--- config.mk ---
export PLATFORM = sky130hd
export DESIGN_NAME = iter_unsigned_div
export DESIGN_NICKNAME = d
export VERILOG_FILES = /design/src/rtl/iter_unsigned_div.sv
export SDC_FILE = /design/constraint.sdc
export NUM_CORES = 1
export LEC_CHECK = 0
export BUFFER_PORTS_ARGS = -buffer_cell sky130_fd_sc_hd__buf_2
export CORE_AREA = 2 2 142 144
export CTS_CLUSTER_DIAMETER = 200
export DETAILED_ROUTE_END_ITERATION = 10
export DIE_AREA = 0 0 144 146
export PLACE_DENSITY = 0.72
export SYNTH_ARGS = -nofsm -noshare
export SYNTH_HDL_FRONTEND = slang
export SYNTH_SLANG_ARGS = --single-unit
--- constraint.sdc ---
create_clock -name clk -period 3.93 [get_ports clk]
set_clock_uncertainty 0.05 [all_clocks]
set_input_delay 0.393 -clock clk [delete_from_list [all_inputs] [get_ports clk]]
set_output_delay 0.393 -clock clk [all_outputs]
set_load 0.02 [all_outputs]
--- src/rtl/iter_unsigned_div.sv ---
// Restoring unsigned divider: accepts dividend and divisor on independent valid/ready channels
// and produces one quotient bit per cycle. Result {q, r} is a one-cycle pulse DIV_W+1 cycles after the last operand.
module iter_unsigned_div #(
  parameter int DIV_W = 32
) (
  input  logic               clk,
  input  logic               reset,
  input  logic [DIV_W-1:0]   s_axis_dividend_tdata,
  input  logic               s_axis_dividend_tvalid,
  output logic               s_axis_dividend_tready,
  input  logic [DIV_W-1:0]   s_axis_divisor_tdata,
  input  logic               s_axis_divisor_tvalid,
  output logic               s_axis_divisor_tready,
  output logic [2*DIV_W-1:0] m_axis_dout_tdata,
  output logic               m_axis_dout_tvalid
);
  localparam int CNT_W = (DIV_W > 1) ? $clog2(DIV_W) : 1;

  typedef enum logic [1:0] {IDLE, BUSY, DONE} state_t;

  state_t               state_q;
  logic                 got_dvd_q, got_dvs_q;
  logic                 got_dvd_d, got_dvs_d;
  logic [DIV_W-1:0]     dvd_q, dvd_d;
  logic [DIV_W-1:0]     dvs_q, dvs_d;
  logic [DIV_W-1:0]     quo_q, quo_d;
  logic [DIV_W-1:0]     rem_q, rem_d;
  logic [CNT_W-1:0]     cnt_q;
  logic                 tvalid_q;
  logic [2*DIV_W-1:0]   tdata_q;

  logic                 dvd_hs, dvs_hs;
  logic [DIV_W:0]       shifted;
  logic                 fits;

  assign s_axis_dividend_tready = (state_q == IDLE) && !got_dvd_q;
  assign s_axis_divisor_tready  = (state_q == IDLE) && !got_dvs_q;
  assign dvd_hs = s_axis_dividend_tvalid && s_axis_dividend_tready;
  assign dvs_hs = s_axis_divisor_tvalid && s_axis_divisor_tready;

  assign m_axis_dout_tvalid = tvalid_q;
  assign m_axis_dout_tdata  = tdata_q;

  always_comb begin
    got_dvd_d = got_dvd_q | dvd_hs;
    got_dvs_d = got_dvs_q | dvs_hs;
    dvd_d     = dvd_hs ? s_axis_dividend_tdata : dvd_q;
    dvs_d     = dvs_hs ? s_axis_divisor_tdata : dvs_q;
  end

  // The partial remainder stays below the divisor, so W bits hold it and the difference fits in W bits.
  always_comb begin
    shifted = {rem_q, quo_q[DIV_W-1]};
    fits    = shifted >= {1'b0, dvs_q};
    rem_d   = fits ? (shifted[DIV_W-1:0] - dvs_q) : shifted[DIV_W-1:0];
    quo_d   = {quo_q[DIV_W-2:0], fits};
  end

  always_ff @(posedge clk) begin
    if (reset) begin
      state_q   <= IDLE;
      got_dvd_q <= 1'b0;
      got_dvs_q <= 1'b0;
      dvd_q     <= '0;
      dvs_q     <= '0;
      quo_q     <= '0;
      rem_q     <= '0;
      cnt_q     <= '0;
      tvalid_q  <= 1'b0;
      tdata_q   <= '0;
    end else begin
      case (state_q)
        IDLE: begin
          dvd_q     <= dvd_d;
          dvs_q     <= dvs_d;
          got_dvd_q <= got_dvd_d;
          got_dvs_q <= got_dvs_d;
          if (got_dvd_d && got_dvs_d) begin
            state_q <= BUSY;
            rem_q   <= '0;
            quo_q   <= dvd_d;
            cnt_q   <= '0;
          end
        end
        BUSY: begin
          rem_q <= rem_d;
          quo_q <= quo_d;
          cnt_q <= cnt_q + 1'b1;
          if (cnt_q == CNT_W'(DIV_W - 1)) begin
            state_q  <= DONE;
            tvalid_q <= 1'b1;
            tdata_q  <= {quo_d, rem_d};
          end
        end
        DONE: begin
          tvalid_q  <= 1'b0;
          got_dvd_q <= 1'b0;
          got_dvs_q <= 1'b0;
          state_q   <= IDLE;
        end
        default: state_q <= IDLE;
      endcase
    end
  end
endmodule

After elaboration in Yosys (flattened, before gate mapping)
Index checks and enable logic that the tools add are counted.

Input bits: 68. Register bits after elaboration: 202. Output and inout port bits: 67.

$lt $le $gt $ge: 1. Equality and inequality tests: 5. Reductions and logical operators: 16. Mux-type cells: 15. Add/sub/neg operators: 2. Bitwise logic cells: 2.

Operators with widths (count): $mux W32 (4); $pmux W32 S2 (2); $ge A33 B32 Y1 (1); $sub A32 B32 Y32 (1); $pmux W5 S2 (1); $reduce_and A2 Y1 (5); $pmux W1 S2 (3); $reduce_bool A2 Y1 (3); $add A5 B1 Y5 const B (1); $eq A5 B5 Y1 const B (1); $logic_and A1 B1 Y1 (5); $mux W5 (1); $mux W2 (2); $pmux W2 S2 (1); $eq A2 B1 Y1 const B (1); $eq A2 B2 Y1 const B (1); $logic_not A1 Y1 (2); $logic_not A2 Y1 (1); $ne A2 B1 Y1 const B (1); $ne A2 B2 Y1 const B (1); $or A1 B1 Y1 (2); $mux W1 (1).

Logic depth before layout (Yosys ltp)
Word-level depth: 7. Depth in mapped cells: 13. Gate-level depth less buffers: 12.

Worst setup path after synthesis
Ideal clock, no wire load.

Path type: reg-to-reg. Start: register quo_q[31]. End: register tdata_q[20], in the netlist m_axis_dout_tdata[20]. Path buffers: 0. Setup time: 0.136 ns. Slack: 1.249 ns. Arrival: 2.496 ns. Data required time: 3.744 ns. Cell stages (with the launch flop): 13. Cell sequence: dfxtp_1 -> inv_1 -> ha_1 -> inv_1 -> fa_1 -> a21oi_1 -> o211ai_1 -> a31oi_1 -> o21ai_0 -> a2111oi_0 -> nor3_1 -> mux2i_2 -> a211oi_2.

Cells in the longest elaborated chain, start to end: 2. Elaborated cells between the ends (all ways): 3.

RTL lines: start, declared (RTL line 26) `logic [DIV_W-1:0] quo_q, quo_d;`; start signal, assigned (RTL line 81) `quo_q <= dvd_d;`; start signal, assigned (RTL line 87) `quo_q <= quo_d;`; $sub A32 B32 Y32 or $ge A33 B32 Y1 (tied branches) (RTL line 55, 54); $mux W32 * (RTL line 55) `rem_d = fits ? (shifted[DIV_W-1:0] - dvs_q) : shifted[DIV_W-1:0];`; end signal, assigned (RTL line 92) `tdata_q <= {quo_d, rem_d};`; end, declared (RTL line 30) `logic [2*DIV_W-1:0] tdata_q;`.

Every way passes the cells marked *; elsewhere a longest branch is shown, timed or not. A chain may end at the register's enable or synchronous reset.

Final worst setup path
Same ends and word-level chain as after synthesis.

==> impl_results.md <==
* Status: finished, final reports clean
* Nets at 1394
* Hpwl dp at between 15000 and 20000 um
* Core box area at roughly 19000 um2
* Slowest cell on crit path: a2111oi_0
* Hold Buf Count CTS at 0
* Clk_lat worst skew at a little over 500 ps
* PostCTS Resize Cnt at 0
* Mapped Cells at 1196
* Total grt overflow at 0
* CTS max path bufs at 3
* Die Y at roughly 150 um
* Fin. Hold Viols at 0
* Reg-to-Reg Start: quo_q[31]$_SDFFE_PP0P_
* Design area at roughly 11000 um2
* Avg WL per Cell at around 16 um
* Clock-pin slew reported for the worst setup and hold paths after clock tree synthesis at approximately 70 ps
* Critical Path, Cell by Cell: inv_1, ha_1, inv_1, fa_1, a21oi_1, o211ai_1, a31oi_1, o21ai_0, a2111oi_0, nor3_1, mux2i_2, a211oi_2
* Worst Path Buf+Inv at 2
* Antenna violations before repair at 0
* Peak VDD IR at 0.000439 V
* Synthesized cell area at 9600 um2
* Gpl congestion at around 0.94
* Die width at 144 um
* Vias in the first global route at 8308
* ANT nets after route at 0
* Total track usage at 23.8%
* Hold WS at 61.8 ps
* R2r endpoint: m_axis_dout_tdata[20]$_SDFFE_PP0P_
* CP peak stage delay at approximately 460 ps
* CP arrival at 3570 ps
* Number of distinct library cells after synthesis at 62
* Critical Path Fanout Max at 4
* Post-CTS Setup Inserts at 0
* Router iterations before antenna repair at 5
* Cts bufs inserted at 22
* Crit-path most repeated cell: inv_1
* Crit path launch: quo_q[31]$_SDFFE_PP0P_
* Pleak at roughly 4.7 nW
* Fillcell total at 1774
* Post-Route WL at 25300 um
* Commonest non-fill, non-tap cell in the layout: dfxtp_1
* Synth Register Bits at 202
* CP required at ~4200 ps
* Setup Slack @ Placement at ~710 ps
* Sink Count at 202
* Vias/cell at 5.50
* Worst r2r path cells at 12
* Largest net degree at the start of global routing at 69
* Post-synth top area share at 42.1%
* Slew Limit Fails at 0
* Via count at roughly 8600
* Slew @ Worst Pin at 1210 ps
* RSZ-0062 raised after global routing: false
* Final setup violation count at 0
* Fmax at between 300 and 400 MHz
* DRT iter0 DRCs at about 350
* Relative slew slack at 19.2%
* Clock root buffer: clkbuf_16
* Synth warn at 0
* Period Utilization, post-route at about 83%
* First-pass GRT wire length at 41000 um
* DIE AREA at 21000 um2
* Total negative slack at 0 ps
* H-Tree Depth at 1
* CTS tree: done
* End of the critical path: m_axis_dout_tdata[20]$_SDFFE_PP0P_
* Critical path launch point type: flip-flop
* Fin crit period at 3260 ps
* Port Buffers at ~130
* Synth top area cells: dfxtp_1 42%, a21oi_1 8.1%, nand2_1 7.3%
* Commonest cells after routing, fill and taps aside: 202 x dfxtp_1, 186 x nand2_1, 155 x a21oi_1
* Delay-heaviest family, CP: compound AO/OA/AOI/OAI gates
* EDFF count, synth at 0
* Share of post-route cells with drive strength above 1 at between 15 and 20%
* # DRC at 0
* Reg2Reg Setup Slack at 670 ps
* Critical Setup Path Class: reg2reg
* DP Area at 10400 um2
* Net Count, Synth at 1299
* Worst Hold Class: in2reg
* Cell area power density at 691 nW/um2
* Max cap viols at 0
* Synth-to-layout area growth at 16.7%
* Sequential element share of the synthesized area at 42.1%
* Diode count at 0
* Top_reg_cell synth: dfxtp_1
* Final WS setup at 675 ps
* Initial Util at 49.7%
* Post-Syn Area per Cell at 8.03 um2
* Fraction of registers with async set/reset at 0%
* Leading area contributor after synthesis: dfxtp_1
* Io pins at 135
* Row count at 51
* CP Capture Type: flip-flop
* Worst path depth at 12
==> metrics by stage <==
stage,total power [mW],std cells,utilization [%]
after CTS,7.74,1572,58.0
after global routing,8.18,1572,58.0
final,7.74,1572,58.0
after floorplan,4.77,1196,-
after detailed placement,5.49,1532,53.8
after global placement,5.46,1532,53.8
==> worst min-delay path by stage <==
stage,startpoint,endpoint,cells past startpoint
floorplan,cnt_q[3]$_SDFFE_PP0P_,cnt_q[3]$_SDFFE_PP0P_,1
global placement,m_axis_dout_tdata[60]$_SDFFE_PP0P_,m_axis_dout_tdata[60]$_SDFFE_PP0P_,2
detailed placement,m_axis_dout_tdata[45]$_SDFFE_PP0P_,m_axis_dout_tdata[45]$_SDFFE_PP0P_,2
CTS,s_axis_divisor_tdata[23],dvs_q[23]$_SDFFE_PP0P_,3
global route,s_axis_divisor_tdata[24],dvs_q[24]$_SDFFE_PP0P_,3
finish,s_axis_divisor_tdata[24],dvs_q[24]$_SDFFE_PP0P_,3
==> synth_stat cells (3+ instances only) <==
cell type / n
a211oi_1: 43
a211oi_2: 3
a21o_1: 18
a21oi_1: 155
a22oi_1: 4
a31oi_1: 8
a32oi_1: 4
and2_1: 5
and3_1: 13
buf_1: 4
buf_2: 12
clkbuf_1: 56
dfxtp_1: 202
ha_1: 34
inv_1: 42
mux2i_1: 48
mux2i_2: 3
nand2_1: 186
nand2b_1: 6
nand3_1: 17
nand4_1: 9
nor2_1: 139
nor2b_1: 6
nor3_1: 11
o2111ai_1: 3
o211ai_1: 6
o21a_1: 7
o21ai_0: 50
o21ai_1: 22
o21bai_1: 5
o31a_1: 4
o31ai_1: 5
or2_2: 4
or3_1: 8
xnor2_1: 11
xor2_1: 9
==> flip-flops by register name, summed over array words and instances (netlist names) <==
register and flops:
quo_q 32, got_dvd_q 1, dvs_q 32, m_axis_dout_tvalid 1, state_q 2, dvd_q 32, m_axis_dout_tdata 64, got_dvs_q 1
rem_q 32, cnt_q 5
==> cell type report <==
class                           count  area (um2)  area share (%)
Inverter                           42         158            1.41
Clock buffer                       31         634            5.66
Timing Repair Buffer              147         783            6.99
Multi-Input combinational cell    876        5090            45.5
Sequential cell                   202        4040            36.1
Clock inverter                      9         164            1.46
Tap cell                          265         332            2.96
==> worst min-delay path, delay by kind of cell <==
kind                   cells  cell delay [ps]
AOI/OAI and AO/OA          1               50
buffers and inverters      1               90
and+or+nand+nor            1               40
==> where the power goes <==
part	internal (mW)	switching [mW]
Sequential	2.19	0.109
Clock	1.40	0.855
Combinational	1.21	1.98
Total	4.80	2.95
==> cells by family after synthesis <==
kind of cell               share of synthesized area [%]
adders and majority gates                           4.64
and+or+nand+nor                                     18.6
DFF                                                 42.1
buffers and inverters                               4.98
xor gates and xnor gates                            1.82
AOI/OAI and AO/OA                                   22.5
muxes                                               5.43
==> layer usage <==
metal  global-route usage (%)  share of wire [%]  wire length, um
met1                     30.0                 44            11200
met3                     4.77                5.3             1350
met2                     40.3                 47            12000
met5                        0                  0                0
met4                     8.19                3.0              769
No activity file was read; power rests on OpenSTA's default activity.
